File: src/rtl/seq_generator.sv
// Serial pattern generator: shifts a captured bit pattern out MSB-first
// (bit len-1 first), repeating it reps+1 times back to back, then pulses
// done for one cycle. Output is meant to feed a serial sequence detector.
//
// Handshake: start is a request sampled only while idle; the request is
// accepted on the edge where start=1 in IDLE, and the first bit appears on
// out (with out_valid=1) in the very next cycle. There is no ready signal:
// busy=1 means further start requests are dropped, not queued.
module seq_generator #(
    parameter int WIDTH = 8
) (
    input  logic                       clk,
    input  logic                       rst_n,
    input  logic                       start,
    input  logic                       abort,
    input  logic [WIDTH-1:0]           pattern,
    input  logic [$clog2(WIDTH+1)-1:0] len,
    input  logic [3:0]                 reps,
    output logic                       out,
    output logic                       out_valid,
    output logic                       busy,
    output logic                       done,
    output logic [1:0]                 o_dbg_state
);

    localparam int LW = $clog2(WIDTH + 1);
    localparam int IW = (WIDTH > 1) ? $clog2(WIDTH) : 1;
    localparam logic [LW-1:0] LEN_MAX = LW'(WIDTH);

    typedef enum logic [1:0] {
        S_IDLE  = 2'd0,
        S_SHIFT = 2'd1,
        S_DONE  = 2'd2
    } state_t;

    state_t           r_state;
    logic [WIDTH-1:0] r_pat;
    logic [LW-1:0]    r_len;
    logic [IW-1:0]    r_idx;     // index of the bit currently on out
    logic [3:0]       r_rep;     // repetitions still to send after this one
    logic             r_out;
    logic             r_valid;
    logic             r_busy;
    logic             r_done;

    logic [LW-1:0]    w_len_sat;
    logic [IW-1:0]    w_start_idx;
    logic [IW-1:0]    w_reload_idx;
    logic [IW-1:0]    w_next_idx;

    // Oversized lengths are clamped to the pattern width.
    assign w_len_sat    = (len > LEN_MAX) ? LEN_MAX : len;
    assign w_start_idx  = IW'(w_len_sat - 1'b1);
    assign w_reload_idx = IW'(r_len - 1'b1);
    assign w_next_idx   = r_idx - 1'b1;

    // Single FSM: next state, counters and registered outputs together.
    always_ff @(posedge clk) begin
        if (!rst_n) begin
            r_state <= S_IDLE;
            r_pat   <= '0;
            r_len   <= '0;
            r_idx   <= '0;
            r_rep   <= '0;
            r_out   <= 1'b0;
            r_valid <= 1'b0;
            r_busy  <= 1'b0;
            r_done  <= 1'b0;
        end else begin
            case (r_state)
                S_IDLE: begin
                    r_out   <= 1'b0;
                    r_valid <= 1'b0;
                    r_done  <= 1'b0;
                    r_busy  <= 1'b0;
                    // abort wins over start: stay idle
                    if (start && !abort) begin
                        r_pat  <= pattern;
                        r_len  <= w_len_sat;
                        r_rep  <= reps;
                        r_busy <= 1'b1;
                        if (w_len_sat == '0) begin
                            // empty request: straight to the done pulse
                            r_state <= S_DONE;
                            r_done  <= 1'b1;
                        end else begin
                            r_state <= S_SHIFT;
                            r_idx   <= w_start_idx;
                            r_out   <= pattern[w_start_idx];
                            r_valid <= 1'b1;
                        end
                    end
                end
                S_SHIFT: begin
                    if (abort) begin
                        r_state <= S_IDLE;
                        r_out   <= 1'b0;
                        r_valid <= 1'b0;
                        r_busy  <= 1'b0;
                        r_done  <= 1'b0;
                    end else if (r_idx != '0) begin
                        r_idx <= w_next_idx;
                        r_out <= r_pat[w_next_idx];
                    end else if (r_rep != 4'd0) begin
                        // next repetition starts with no gap cycle
                        r_rep <= r_rep - 4'd1;
                        r_idx <= w_reload_idx;
                        r_out <= r_pat[w_reload_idx];
                    end else begin
                        r_state <= S_DONE;
                        r_out   <= 1'b0;
                        r_valid <= 1'b0;
                        r_done  <= 1'b1;
                    end
                end
                S_DONE: begin
                    // start is not sampled here; earliest restart is from IDLE
                    r_state <= S_IDLE;
                    r_out   <= 1'b0;
                    r_valid <= 1'b0;
                    r_busy  <= 1'b0;
                    r_done  <= 1'b0;
                end
                default: begin
                    r_state <= S_IDLE;
                    r_out   <= 1'b0;
                    r_valid <= 1'b0;
                    r_busy  <= 1'b0;
                    r_done  <= 1'b0;
                end
            endcase
        end
    end

    assign out         = r_out;
    assign out_valid   = r_valid;
    assign busy        = r_busy;
    assign done        = r_done;
    assign o_dbg_state = r_state;

endmodule

File: config.mk
export PLATFORM = sky130hd
export DESIGN_NAME = seq_generator
export DESIGN_NICKNAME = d
export VERILOG_FILES = /design/src/rtl/seq_generator.sv
export SDC_FILE = /design/constraint.sdc
export NUM_CORES = 1
export LEC_CHECK = 0
export ABC_AREA = 1
export ABC_CLOCK_PERIOD_IN_PS = 1800
export CELL_PAD_IN_SITES_DETAIL_PLACEMENT = 1
export CELL_PAD_IN_SITES_GLOBAL_PLACEMENT = 1
export CORE_UTILIZATION = 36
export DETAILED_ROUTE_END_ITERATION = 6
export HOLD_SLACK_MARGIN = 0.1
export PLACE_DENSITY_LB_ADDON = 0.12
export RECOVER_POWER = 100
export SETUP_SLACK_MARGIN = 0.3
export SLEW_MARGIN = 20
export SYNTH_ARGS = -nofsm -noshare
export SYNTH_HDL_FRONTEND = slang
export SYNTH_SLANG_ARGS = --single-unit
File: constraint.sdc
create_clock -name clk -period 1.8 [get_ports clk]
set_input_delay 0.36 -clock clk [delete_from_list [all_inputs] [get_ports clk]]
set_output_delay 0.36 -clock clk [all_outputs]
set_load 0.03 [all_outputs]
==> flow_summary.rst, run 1 <==
.. list-table::
   :header-rows: 1

   * - Metric
     - Value
   * - # nets final
     - 279
   * - Fraction of final layout cells with drive strength greater than 1
     - 0.1627
   * - Detailed Route Iter0 Violations
     - 43
   * - Final routed wirelength across all metal layers
     - 4.363 mm
   * - Synthesis-stage register bit count
     - 24
   * - Power density over the cells
     - ~740 mW/mm2
   * - Sink count of the clock tree
     - 24
   * - Delay of the slowest cell on the worst path
     - ~390 ps
   * - Setup repair after global routing missed its margin
     - yes
   * - Maximum clock frequency
     - ~0.64 GHz
   * - Remaining global-route overflow
     - 0
   * - Reg-to-reg critical path startpoint
     - r_idx[0]
   * - Initial antenna violation count
     - 0
   * - Critical path launch point
     - r_idx[0]
   * - Endpoint type of the worst setup path
     - flop
   * - Count of endpoints failing hold in the final timing report
     - 0
   * - CP dominant cell by count
     - inv_1
   * - Routed length per instance
     - 14.54 um
   * - Met3 wire len
     - between 100 and 150 um
   * - Routed vias
     - 1,480
   * - Total die area
     - roughly 0.0043 mm2
   * - Worst Skew
     - 5.201 ps
   * - Critical-path cell with the highest stage delay
     - dfxtp_1
   * - Cell count of the worst reg-to-reg path
     - 9
   * - Via density
     - 4.933
   * - Run status
     - complete, no violations
   * - Worst hold path endpoint
     - busy
   * - Worst r2r dst
     - r_rep[2]
   * - Antenna-violating nets left
     - 0
   * - DP Worst Slack
     - -140.3 ps
   * - Antenna cells
     - 0
   * - HPWL Detailed
     - 3.223 mm
   * - GP Congestion
     - 0.8015
   * - TritonCTS buffer count
     - 3
   * - Number of warnings issued by yosys
     - 0
   * - Top routing layer in use
     - met4
   * - Hold Path Stages
     - 2
   * - Initial standard-cell utilization of the core
     - 0.3859
   * - Standard cell core area
     - 0.003771 mm2
   * - Number of distinct standard cells referenced by the synthesized netlist
     - 28
   * - Largest voltage drop on the vdd net
     - 0.5196 mV
   * - Worst reg2reg setup slack
     - ~250 ps
   * - Hold/Removal Path Class
     - reg -> reg
   * - Crit-path cells
     - inv_2 > ha_4 > inv_1 > nor2_4 > inv_1 > nand2_1 > nand3_4 > o21bai_1 > a21oi_1
   * - Final setup viols
     - 0
   * - Slew Limit Headroom
     - 0.7550
   * - Overall power
     - 1.444 mW
   * - Die outline height
     - 65.58 um
   * - Worst hold slack
     - 466.9 ps
   * - Vias in the first global route
     - approximately 1,500
   * - Post-route non-filler standard cell count
     - 300
   * - Total negative setup slack
     - 0 ps
   * - Count of H-tree levels built during CTS
     - 1
   * - Required arrival time at the worst endpoint
     - 1980 ps
   * - # Max-Cap Violations
     - 0
   * - Global Route Usage Sum
     - 0.2238
   * - Mapped Nets
     - 240
   * - Syn Area/Cell
     - 6.800 um2
   * - Static Leakage
     - 0.8984 nW
   * - Signed area change from the synthesized netlist to the final layout
     - 34.22%
   * - Endpoint arrival time on the critical path
     - 1730 ps
   * - Cell Rows
     - 22
   * - Cell count after placement
     - roughly 300
   * - I/O pin count
     - 26
   * - Post-layout worst setup margin
     - between 200 and 250 ps
   * - Clock slew at the register clock pins of the worst setup and hold paths
     - 90 ps
   * - DIE WIDTH
     - 65.58 um
   * - Ratio of final minimum period to clock period
     - 0.8614
   * - Total routed wire length on the met1 layer
     - 2.103 mm
   * - TritonCTS clock tree
     - yes
   * - Worst setup path class
     - reg -> reg
   * - Post-synthesis cell area
     - 0.001455 mm2
   * - Transition time at the pin with the least slew margin
     - 369.1 ps
   * - Worst setup SP type
     - flop
   * - Clock period minus final worst setup slack
     - roughly 1600 ps
   * - Register area share after synthesis
     - 0.3302
   * - Wire length of the first global-routing pass
     - approximately 7.1 mm
   * - CP max FO
     - 8
   * - Clock root buffer master
     - clkbuf_8
   * - Buffer depth of the longest clock path
     - 2
   * - Total iterations of the first detailed-routing run
     - 4
   * - Clock network latency to the later pin of the worst-skew pair
     - 280 ps
   * - Number of max-slew violations in the final report
     - 0
   * - Launch instance of the worst min-delay path
     - busy
   * - Largest net degree at the start of global routing
     - 24
   * - Instance count of the mapped netlist
     - 214
   * - Number of DRC violations after detailed routing
     - 0
   * - Count of port buffers added during placement
     - 25
   * - Routed wl met2
     - around 2.1 mm
## stage by stage
stage | utilization | instance area, um2
final | 0.5179 | 1953
after global routing | 0.5179 | 1953
after CTS | 0.5139 | 1938
after detailed placement | 0.4897 | 1847
after global placement | 0.4897 | 1847
after floorplan | - | 1455
## logic make-up after synthesis
group	after synthesis	share of synthesized area
AO/OA/AOI/OAI	52	0.1943
XOR/XNOR	3	0.01806
adder cells (fa/ha/maj)	6	0.05159
buffers and inverters	40	0.1049
flip-flops	24	0.3302
AND/OR/NAND/NOR	89	0.3010
## worst max path at each step
stage | end | slack [ps] | cells after the start
5_1_grt | r_rep[2] | 130 | 9
4_1_cts | o_dbg_state[1] | 230 | 1
3_5_place_dp | r_idx[2] | -140 | 10
3_3_place_gp | out_valid | -40 | 10
6_report | r_rep[2] | 250 | 9
2_1_floorplan | out_valid | 360 | 10
## repair_timing
item / 4_1_cts / 5_1_grt
buffers inserted: 1 / 0
pin swaps: 4 / 4
resized for setup: 16 / 11
hold buffers: 0 / 0
endpoints found under the setup margin: 16 / 11
endpoints found under the hold margin: 0 / 0
## critical path: cells and delay by family, from the launching register on
family	cells	cell delay, ps
buf+inv	3	340
flops	1	390
fa+ha+maj	1	150
compound gates	2	190
simple gates	3	380
## routing by layer
layer | vias up | track usage
met1 | 682 | 0.2818
met3 | 4 | 0.04688
li1 | 771 | -
met2 | 23 | 0.3802
met5 | - | 0
met4 | 0 | 0.06522
## cells in the final DEF (no fill, tap or decap), types with 2 or more instances in the layout
| cell | Yosys | routed |
|---|---|---|
| nand2_4 | 2 | 3 |
| nor2_1 | 8 | 10 |
| nand2_2 | 2 | 2 |
| inv_1 | 30 | 28 |
| o21ai_0 | 14 | 15 |
| clkdlybuf4s50_1 | 0 | 18 |
| nand3_1 | 23 | 23 |
| dlygate4sd2_1 | 0 | 5 |
| xnor2_1 | 2 | 2 |
| inv_2 | 7 | 8 |
| ha_4 | 0 | 3 |
| dfxtp_1 | 24 | 24 |
| clkbuf_8 | 0 | 4 |
| nand2_1 | 46 | 45 |
| o21ai_1 | 7 | 5 |
| a21oi_1 | 25 | 25 |
| buf_4 | 0 | 11 |
| ha_1 | 6 | 3 |
## synth_stat cells
cell type	instances	area [um2]
o21a_1	1	7.510
o21ai_0	14	70.07
nand2_1	46	172.7
nand3_2	1	10.01
xor2_1	1	8.760
nand3_1	23	115.1
dfxtp_1	24	480.5
nand3b_1	1	7.510
o21ai_4	1	16.27
xnor2_1	2	17.52
o22ai_1	1	6.260
o21ai_1	7	35.03
nor2_1	8	30.03
a31oi_1	1	6.260
clkbuf_1	1	3.750
nand2_4	2	22.52
nor2_4	1	11.26
o21bai_1	1	7.510
buf_2	2	10.01
nor2_8	1	20.02
a21oi_1	25	125.1
nand2_2	2	12.51
inv_2	7	26.28
nor2_2	3	18.77
o221ai_1	1	8.760
inv_1	30	112.6
ha_1	6	75.07
nand3_4	1	17.52
## sequential cells by signal, summed over array words and instances (netlist names)
register     count
busy             1
done             1
o_dbg_state      2
out              1
out_valid        1
r_idx            3
r_len            3
r_pat            8
r_rep            4
## layout make-up
type / instances / area (um2)
tap: 48 / 60.06
multi-input combinational: 150 / 873.3
inverter: 37 / 141.4
timing repair buffer: 37 / 342.8
clock buffer: 4 / 55.05
sequential: 24 / 480.5
fill: 483 / 1818
## power by group
| part | leakage (nW) | switching (mW) | internal, mW |
|---|---|---|---|
| clock | 0.0288 | 0.196 | 0.196 |
| combinational | 0.673 | 0.257 | 0.194 |
| sequential | 0.197 | 0.0307 | 0.570 |
(Power assumes the default switching activity.)
==> inputs of run 2 (changes only) <==
==> constraint.sdc (replaced) <==
create_clock -name clk -period 1.8 [get_ports clk]
set_input_delay 0.36 -clock clk [delete_from_list [all_inputs] [get_ports clk]]
set_output_delay 0.36 -clock clk [all_outputs]
set_load 0.01 [all_outputs]
==> run 2 against run 1 <==
Compared with the run above:
- clock skew up 0.92 ps
- highest routed layer unchanged
- total power hardly changed
- design area grew 1.5%
- die area unchanged
==> flow_summary.rst, run 2 (synthesis gave the netlist of run 1 again) <==
.. list-table::
   :header-rows: 1

   * - Metric
     - Value
   * - Run status
     - complete, no violations (unchanged)
   * - Register with the highest flop count
     - r_pat (unchanged)
   * - Routed vias
     - 1,487 (was 1,480)
   * - Die outline height
     - 65.58 um (unchanged)
   * - Via density
     - 4.957 (was 4.933)
   * - Total iterations of the first detailed-routing run
     - 6 (was 4)
   * - Count of endpoints failing hold in the final timing report
     - 0 (unchanged)
   * - Total area of multi-input combinational cells
     - 898.4 um2 (was 873.3 um2)
   * - Initial standard-cell utilization of the core
     - 0.3859 (unchanged)
   * - Crit-path cells
     - inv_1 > ha_1 > inv_1 > nor2_4 > inv_1 > o21ai_4 > nand2_4 > o21ai_0 > a21oi_1 (was inv_2 > ha_4 > inv_1 > nor2_4 > inv_1 > nand2_1 > nand3_4 > o21bai_1 > a21oi_1)
   * - GP Congestion
     - 0.8015 (unchanged)
   * - Regs by FF count
     - r_pat (8), r_rep (4) (unchanged)
   * - Worst path buffer plus inverter count
     - 3 (unchanged)
   * - TritonCTS buffer count
     - 3 (unchanged)
   * - Hold/Removal Path Class
     - reg -> reg (unchanged)
   * - Ratio of final minimum period to clock period
     - 0.8736 (was 0.8614)
   * - Detailed Route Iter0 Violations
     - 29 (was 43)
   * - Count of H-tree levels built during CTS
     - 1 (unchanged)
   * - Clock network fraction of total power
     - 0.269 (was 0.272)
   * - Commonest cells after routing, fill and taps aside
     - nand2_1, inv_1, a21oi_1 (unchanged)
   * - # Max-Cap Violations
     - 0 (unchanged)
   * - Vias in the first global route
     - 1,492 (unchanged)
   * - Cell Rows
     - 22 (unchanged)
   * - Switching part of the total power
     - 0.3335 (was 0.3348)
   * - Delay of the slowest cell on the worst path
     - 350 ps (was 390 ps)
   * - Clock network latency to the later pin of the worst-skew pair
     - 280 ps (about the same)
   * - Standard cell core area
     - 0.003771 mm2 (unchanged)
   * - Number of DRC violations after detailed routing
     - 0 (unchanged)
   * - Switch Pwr
     - 0.4813 mW (was 0.4834 mW)
   * - Power density over the cells
     - 728.2 mW/mm2 (was 739.3 mW/mm2)
   * - Routed length per instance
     - 14.70 um (was 14.54 um)
   * - DIE WIDTH
     - 65.58 um (unchanged)
   * - Sink count of the clock tree
     - 24 (unchanged)
   * - Transition time at the pin with the least slew margin
     - 284.0 ps (was 369.1 ps)
   * - Signed area change from the synthesized netlist to the final layout
     - 36.20% (was 34.22%)
   * - Setup repair after global routing missed its margin
     - no (was yes)
   * - Antenna cells
     - 0 (unchanged)
   * - Final setup viols
     - 0 (unchanged)
   * - TritonCTS clock tree
     - yes (unchanged)
   * - CP max FO
     - 6 (was 8)
   * - CP dominant cell by count
     - inv_1 (unchanged)
   * - Buffer depth of the longest clock path
     - 2 (unchanged)
   * - Worst setup path class
     - reg -> reg (unchanged)
   * - Final routed wirelength across all metal layers
     - 4.410 mm (was 4.363 mm)
   * - End-of-flow core utilization
     - 0.5255 (was 0.5179)
   * - Clock slew at the register clock pins of the worst setup and hold paths
     - 90 ps (about the same)
   * - Critical-path cell with the highest stage delay
     - dfxtp_1 (unchanged)
   * - HPWL Detailed
     - 3.223 mm (unchanged)
   * - Static Leakage
     - 0.9199 nW (was 0.8984 nW)
   * - I/O pin count
     - 26 (unchanged)
   * - Largest voltage drop on the vdd net
     - 0.5386 mV (was 0.5196 mV)
   * - Initial antenna violation count
     - 0 (unchanged)
   * - Number of buffers added to fix hold violations after cts
     - 0 (unchanged)
   * - Largest delay share family, worst path
     - compound AO/OA/AOI/OAI gates (was flip-flops)
   * - Clock period minus final worst setup slack
     - 1572 ps (was 1551 ps)
   * - Overall power
     - 1.443 mW (was 1.444 mW)
   * - Worst hold slack
     - 465.5 ps (was 466.9 ps)
   * - Max FFs per register
     - 8 (unchanged)
   * - Number of max-slew violations in the final report
     - 0 (unchanged)
   * - Total die area
     - 0.004300 mm2 (unchanged)
   * - # fillers
     - 477 (was 483)
   * - Slew Limit Headroom
     - 0.8105 (was 0.7550)
   * - Part of the power in combinational logic
     - 0.313 (was 0.312)
   * - Global Route Usage Sum
     - 0.2238 (unchanged)
   * - Antenna-violating nets left
     - 0 (unchanged)
   * - Count of port buffers added during placement
     - 25 (unchanged)
   * - Required arrival time at the worst endpoint
     - 1970 ps (was 1980 ps)
   * - Remaining global-route overflow
     - 0 (unchanged)
   * - Sequential group share of total power
     - 0.418 (was 0.416)
   * - Internal power summed over all cells
     - 0.9619 mW (was 0.9606 mW)
   * - Maximum clock frequency
     - 0.6359 GHz (was 0.6449 GHz)
   * - Total negative setup slack
     - 0 ps (unchanged)
   * - # nets final
     - 279 (unchanged)
   * - Largest net degree at the start of global routing
     - 24 (unchanged)
   * - Endpoint type of the worst setup path
     - flop (unchanged)
   * - Worst setup SP type
     - flop (unchanged)
   * - Register Area
     - 483.0 um2 (was 480.5 um2)
   * - Fraction of final layout cells with drive strength greater than 1
     - 0.1865 (was 0.1627)
   * - Worst Skew
     - 6.116 ps (was 5.201 ps)
   * - Clock root buffer master
     - clkbuf_8 (unchanged)
   * - Endpoint arrival time on the critical path
     - 1740 ps (was 1730 ps)
   * - Most frequent standard cell in the layout excluding fill and tap cells
     - nand2_1 (unchanged)
   * - Wire length of the first global-routing pass
     - 7.107 mm (unchanged)
-- run 2: cell count changes in the layout (fill, tap and decap cells not counted), moves of 2 or more --
cell	before	now
dfxtp_1	24	22
inv_1	28	30
nor2_1	10	8
nand2_2	2	4
dfxtp_2	0	2
nand2_1	45	42
inv_2	8	6
-- run 2: power by group through the flow --
stage	combinational (mW)	sequential, mW	clock, mW
2_1_floorplan	0.258	0.608	0
3_3_place_gp	0.403	0.611	0
3_5_place_dp	0.414	0.611	0
4_1_cts	0.431	0.600	0.398
5_1_grt	0.500	0.607	0.422
6_report	0.452	0.603	0.388
-- run 2: repair_timing --
item,in CTS,in global routing
pin swaps,4,7
gates resized for setup,19,15
buffers inserted,1,0
setup endpoints to repair,16,10
-- run 2: final cells by class --
| type | instances | area share |
|---|---|---|
| clock buffer | 4 | 0.02778 |
| inverter | 37 | 0.07134 |
| multi-input combinational | 150 | 0.4533 |
| sequential | 24 | 0.2437 |
| tap | 48 | 0.03030 |
| timing repair buffer | 37 | 0.1736 |
-- run 2: metrics by stage --
| stage | setup slack, ps | cells | area [um2] |
|---|---|---|---|
| after global routing | 159.0 | 300 | 1982 |
| after CTS | 305.1 | 300 | 1943 |
| after global placement | -40.94 | 295 | 1847 |
| after detailed placement | -140.3 | 295 | 1847 |
| final | 227.5 | 300 | 1982 |
| after floorplan | 361.6 | 214 | 1455 |
-- run 2: tightest hold or removal path: cells and delay by family, from the launching register on --
| kind | cells | cell delay, ps |
|---|---|---|
| and+or+nand+nor | 1 | 60 |
| DFF | 1 | 320 |
| AOI/OAI and AO/OA | 1 | 50 |
-- run 2: layer usage --
layer | vias up | track usage | part of all wire
met5 | - | 0 | 0
met1 | 692 | 0.2818 | 0.47
met4 | 0 | 0.06522 | 0.0066
li1 | 769 | - | -
met3 | 2 | 0.04688 | 0.034
met2 | 24 | 0.3802 | 0.49
-- run 2: path summary, 6_finish.rpt --
kind            start  endpoint  slack, ps  cells past startpoint
max reg2reg  r_idx[1]  r_idx[0]        230                      9
min              busy      busy        470                      2
min reg2reg      busy      busy        470                      2
max          r_idx[1]  r_idx[0]        230                      9
==> inputs of run 3 (changes only) <==
--- a/config.mk
+++ b/config.mk
@@ -9,8 +9,9 @@
 export ABC_CLOCK_PERIOD_IN_PS = 1800
 export CELL_PAD_IN_SITES_DETAIL_PLACEMENT = 1
 export CELL_PAD_IN_SITES_GLOBAL_PLACEMENT = 1
-export CORE_UTILIZATION = 36
+export CORE_UTILIZATION = 44
 export DETAILED_ROUTE_END_ITERATION = 6
+export DONT_BUFFER_PORTS = 1
 export HOLD_SLACK_MARGIN = 0.1
 export PLACE_DENSITY_LB_ADDON = 0.12
 export RECOVER_POWER = 100
==> run 3 against run 2 <==
Compared with the run above:
- cell count shrank 11%
- critical path depth down 3
- combinational power decreased by 12%
- count of clock-buffer cells in the layout fell by 1
- wire length is 1.0% higher
- register-to-register slack better by 40 ps
- largest power group unchanged
- highest routed layer unchanged
==> flow_summary.rst, run 3 (synthesis gave the netlist of run 1 again) <==
.. list-table::
   :header-rows: 1

   * - Metric
     - Value
   * - Run status
     - complete, no violations (unchanged)
   * - Number of buffers added to fix hold violations after cts
     - 0 (unchanged)
   * - Commonest cells after routing, fill and taps aside
     - nand2_1, inv_1, nand3_1 (was nand2_1, inv_1, a21oi_1)
   * - Worst setup path class
     - reg -> reg (unchanged)
   * - Count of endpoints failing hold in the final timing report
     - 0 (unchanged)
   * - Clock network latency to the later pin of the worst-skew pair
     - 310 ps (was 280 ps)
   * - TritonCTS buffer count
     - 3 (unchanged)
   * - Number of DRC violations after detailed routing
     - 0 (unchanged)
   * - Met1 Usage GRT
     - 0.3338 (was 0.2818)
   * - Count of port buffers added during placement
     - 0 (was 25)
   * - Clock slew at the register clock pins of the worst setup and hold paths
     - 130 ps (was 90 ps)
   * - Setup repair after global routing missed its margin
     - yes (was no)
   * - Worst r2r dst
     - r_rep[2] (was r_idx[0])
   * - Finished Cell Area
     - 0.001647 mm2 (was 0.001982 mm2)
   * - Total iterations of the first detailed-routing run
     - 4 (was 6)
   * - Hold Path Stages
     - 2 (unchanged)
   * - Endpoint arrival time on the critical path
     - 1780 ps (was 1740 ps)
   * - Clock period minus final worst setup slack
     - 1530 ps (was 1572 ps)
   * - Reg-to-reg critical path startpoint
     - o_dbg_state[1] (was r_idx[1])
   * - DIE WIDTH
     - 59.51 um (was 65.58 um)
   * - Largest voltage drop on the vdd net
     - 0.3758 mV (was 0.5386 mV)
   * - Fraction of final layout cells with drive strength greater than 1
     - 0.1937 (was 0.1865)
   * - Routed length per instance
     - 16.75 um (was 14.70 um)
   * - Wire length of the first global-routing pass
     - 6.706 mm (was 7.107 mm)
   * - Worst hold path endpoint
     - r_idx[0] (was busy)
   * - Worst reg2reg setup slack
     - 270 ps (was 230 ps)
   * - Detailed Route Iter0 Violations
     - 41 (was 29)
   * - Initial standard-cell utilization of the core
     - 0.4690 (was 0.3859)
   * - Largest net degree at the start of global routing
     - 24 (unchanged)
   * - Antenna-violating nets left
     - 0 (unchanged)
   * - Antenna cells
     - 0 (unchanged)
   * - Buffer depth of the longest clock path
     - 2 (unchanged)
   * - Largest delay share family, worst path
     - simple AND/OR/NAND/NOR gates (was compound AO/OA/AOI/OAI gates)
   * - HPWL Detailed
     - 3.279 mm (was 3.223 mm)
   * - Cell area reported after detailed placement
     - 0.001519 mm2 (was 0.001847 mm2)
   * - Register with the highest flop count
     - r_pat (unchanged)
   * - I/O pin count
     - 26 (unchanged)
   * - Worst setup SP type
     - flop (unchanged)
   * - Power density over the cells
     - 758.2 mW/mm2 (was 728.2 mW/mm2)
   * - Signed area change from the synthesized netlist to the final layout
     - 13.16% (was 36.20%)
   * - Count of H-tree levels built during CTS
     - 1 (unchanged)
   * - Remaining global-route overflow
     - 0 (unchanged)
   * - Cell count of the worst reg-to-reg path
     - 6 (was 9)
   * - Cell count along the critical path
     - 6 (was 9)
   * - End-of-flow core utilization
     - 0.5306 (was 0.5255)
   * - Worst path buffer plus inverter count
     - 0 (was 3)
   * - # Max-Cap Violations
     - 0 (unchanged)
   * - Sink count of the clock tree
     - 24 (unchanged)
   * - Static Leakage
     - 0.7329 nW (was 0.9199 nW)
   * - GP Congestion
     - 0.8201 (was 0.8015)
   * - Crit-path cells
     - nor2_1 > nand3_1 > nand2_1 > nand3_4 > o21bai_1 > a21oi_1 (was inv_1 > ha_1 > inv_1 > nor2_4 > inv_1 > o21ai_4 > nand2_4 > o21ai_0 > a21oi_1)
   * - Grt peak-use layer
     - met2 (unchanged)
   * - Critical-path cell with the highest stage delay
     - dfxtp_1 (unchanged)
   * - Overall power
     - 1.248 mW (was 1.443 mW)
   * - CP max FO
     - 8 (was 6)
   * - Endpoint type of the worst setup path
     - flop (unchanged)
   * - Routed vias
     - 1,450 (was 1,487)
   * - Maximum clock frequency
     - 0.6534 GHz (was 0.6359 GHz)
   * - Total die area
     - 0.003541 mm2 (was 0.004300 mm2)
   * - Final setup viols
     - 0 (unchanged)
   * - Via density
     - 5.451 (was 4.957)
   * - Transition time at the pin with the least slew margin
     - 327.6 ps (was 284.0 ps)
   * - Met3 track utilization from global routing
     - 0.02620 (was 0.04688)
   * - # nets final
     - 250 (was 279)
   * - Hold/Removal Path Class
     - in -> reg (was reg -> reg)
   * - Cell Rows
     - 20 (was 22)
   * - Most frequent standard cell in the layout excluding fill and tap cells
     - nand2_1 (unchanged)
   * - Final routed wirelength across all metal layers
     - 4.455 mm (was 4.410 mm)
   * - TritonCTS clock tree
     - yes (unchanged)
   * - Launch instance of the worst min-delay path
     - rst_n (was busy)
   * - Standard cell core area
     - 0.003103 mm2 (was 0.003771 mm2)
   * - Worst Skew
     - 1.485 ps (was 6.116 ps)
   * - Regs by FF count
     - r_pat (8), r_rep (4) (unchanged)
   * - Worst hold slack
     - 165.4 ps (was 465.5 ps)
   * - Ratio of final minimum period to clock period
     - 0.8503 (was 0.8736)
   * - Delay of the slowest cell on the worst path
     - 430 ps (was 350 ps)
   * - Required arrival time at the worst endpoint
     - 2050 ps (was 1970 ps)
   * - Slew Limit Headroom
     - 0.7813 (was 0.8105)
   * - Initial antenna violation count
     - 0 (unchanged)
   * - Max FFs per register
     - 8 (unchanged)
   * - Number of max-slew violations in the final report
     - 0 (unchanged)
   * - Met2 Resource Use GR
     - 0.4623 (was 0.3802)
   * - Vias in the first global route
     - 1,415 (was 1,492)
   * - Clock root buffer master
     - clkbuf_4 (was clkbuf_8)
   * - # fillers
     - 434 (was 477)
   * - Global Route Usage Sum
     - 0.2593 (was 0.2238)
   * - Total negative setup slack
     - 0 ps (unchanged)
   * - Die outline height
     - 59.51 um (was 65.58 um)
==> run 3: report_power, final <==
group	internal [mW]	total (mW)	switching, mW	leakage (nW)
Clock	0.0782	0.240	0.162	0.0138
Sequential	0.572	0.608	0.0364	0.198
Combinational	0.154	0.400	0.246	0.521
Total	0.804	1.25	0.445	0.733
==> run 3: final cells by class <==
| type | instances | area (um2) | share of cell area |
|---|---|---|---|
| flip-flops and latches | 24 | 485.5 | 0.2948 |
| repair buffers | 8 | 67.56 | 0.04103 |
| multi-input cells | 150 | 872.1 | 0.5296 |
| clock buffers | 3 | 22.52 | 0.01368 |
| inverters | 37 | 143.9 | 0.08739 |
| well taps | 44 | 55.05 | 0.03343 |
==> run 3: routing by layer <==
metal	wire [um]	vias up
li1	-	710
met1	1885	707
met4	59	0
met5	0	-
met2	2377	29
met3	133	4
==> run 3: how the worst max path moves through the flow <==
stage / from / endpoint / slack, ps
after floorplan: r_idx[0] / out_valid / 360
after global placement: len[3] / out / 240
after detailed placement: r_idx[0] / r_idx[2] / 190
after CTS: r_idx[0] / out / 300
after global routing: o_dbg_state[1] / r_rep[1] / 180
final: o_dbg_state[1] / r_rep[2] / 270
==> run 3: through the flow <==
step,worst slack [ps],std cells
3_5_place_dp,192.2,258
5_1_grt,175.8,266
4_1_cts,304.6,265
3_3_place_gp,243.2,258
6_report,269.5,266
2_1_floorplan,361.6,214
==> run 3: repair_timing <==
item                                   CTS  global route
setup endpoints to repair               10            21
buffers inserted                         4             1
gates resized for setup                  4            23
endpoints found under the hold margin    0             0
pin swaps                                2             7
cloned                                   0             0
==> run 3: worst reg2reg max path: stages (launching register included) <==
cell and delay, ps:
dfxtp_1 430, nor2_1 240, nand3_1 210, nand2_1 170, nand3_4 130, o21bai_1 180
a21oi_1 120
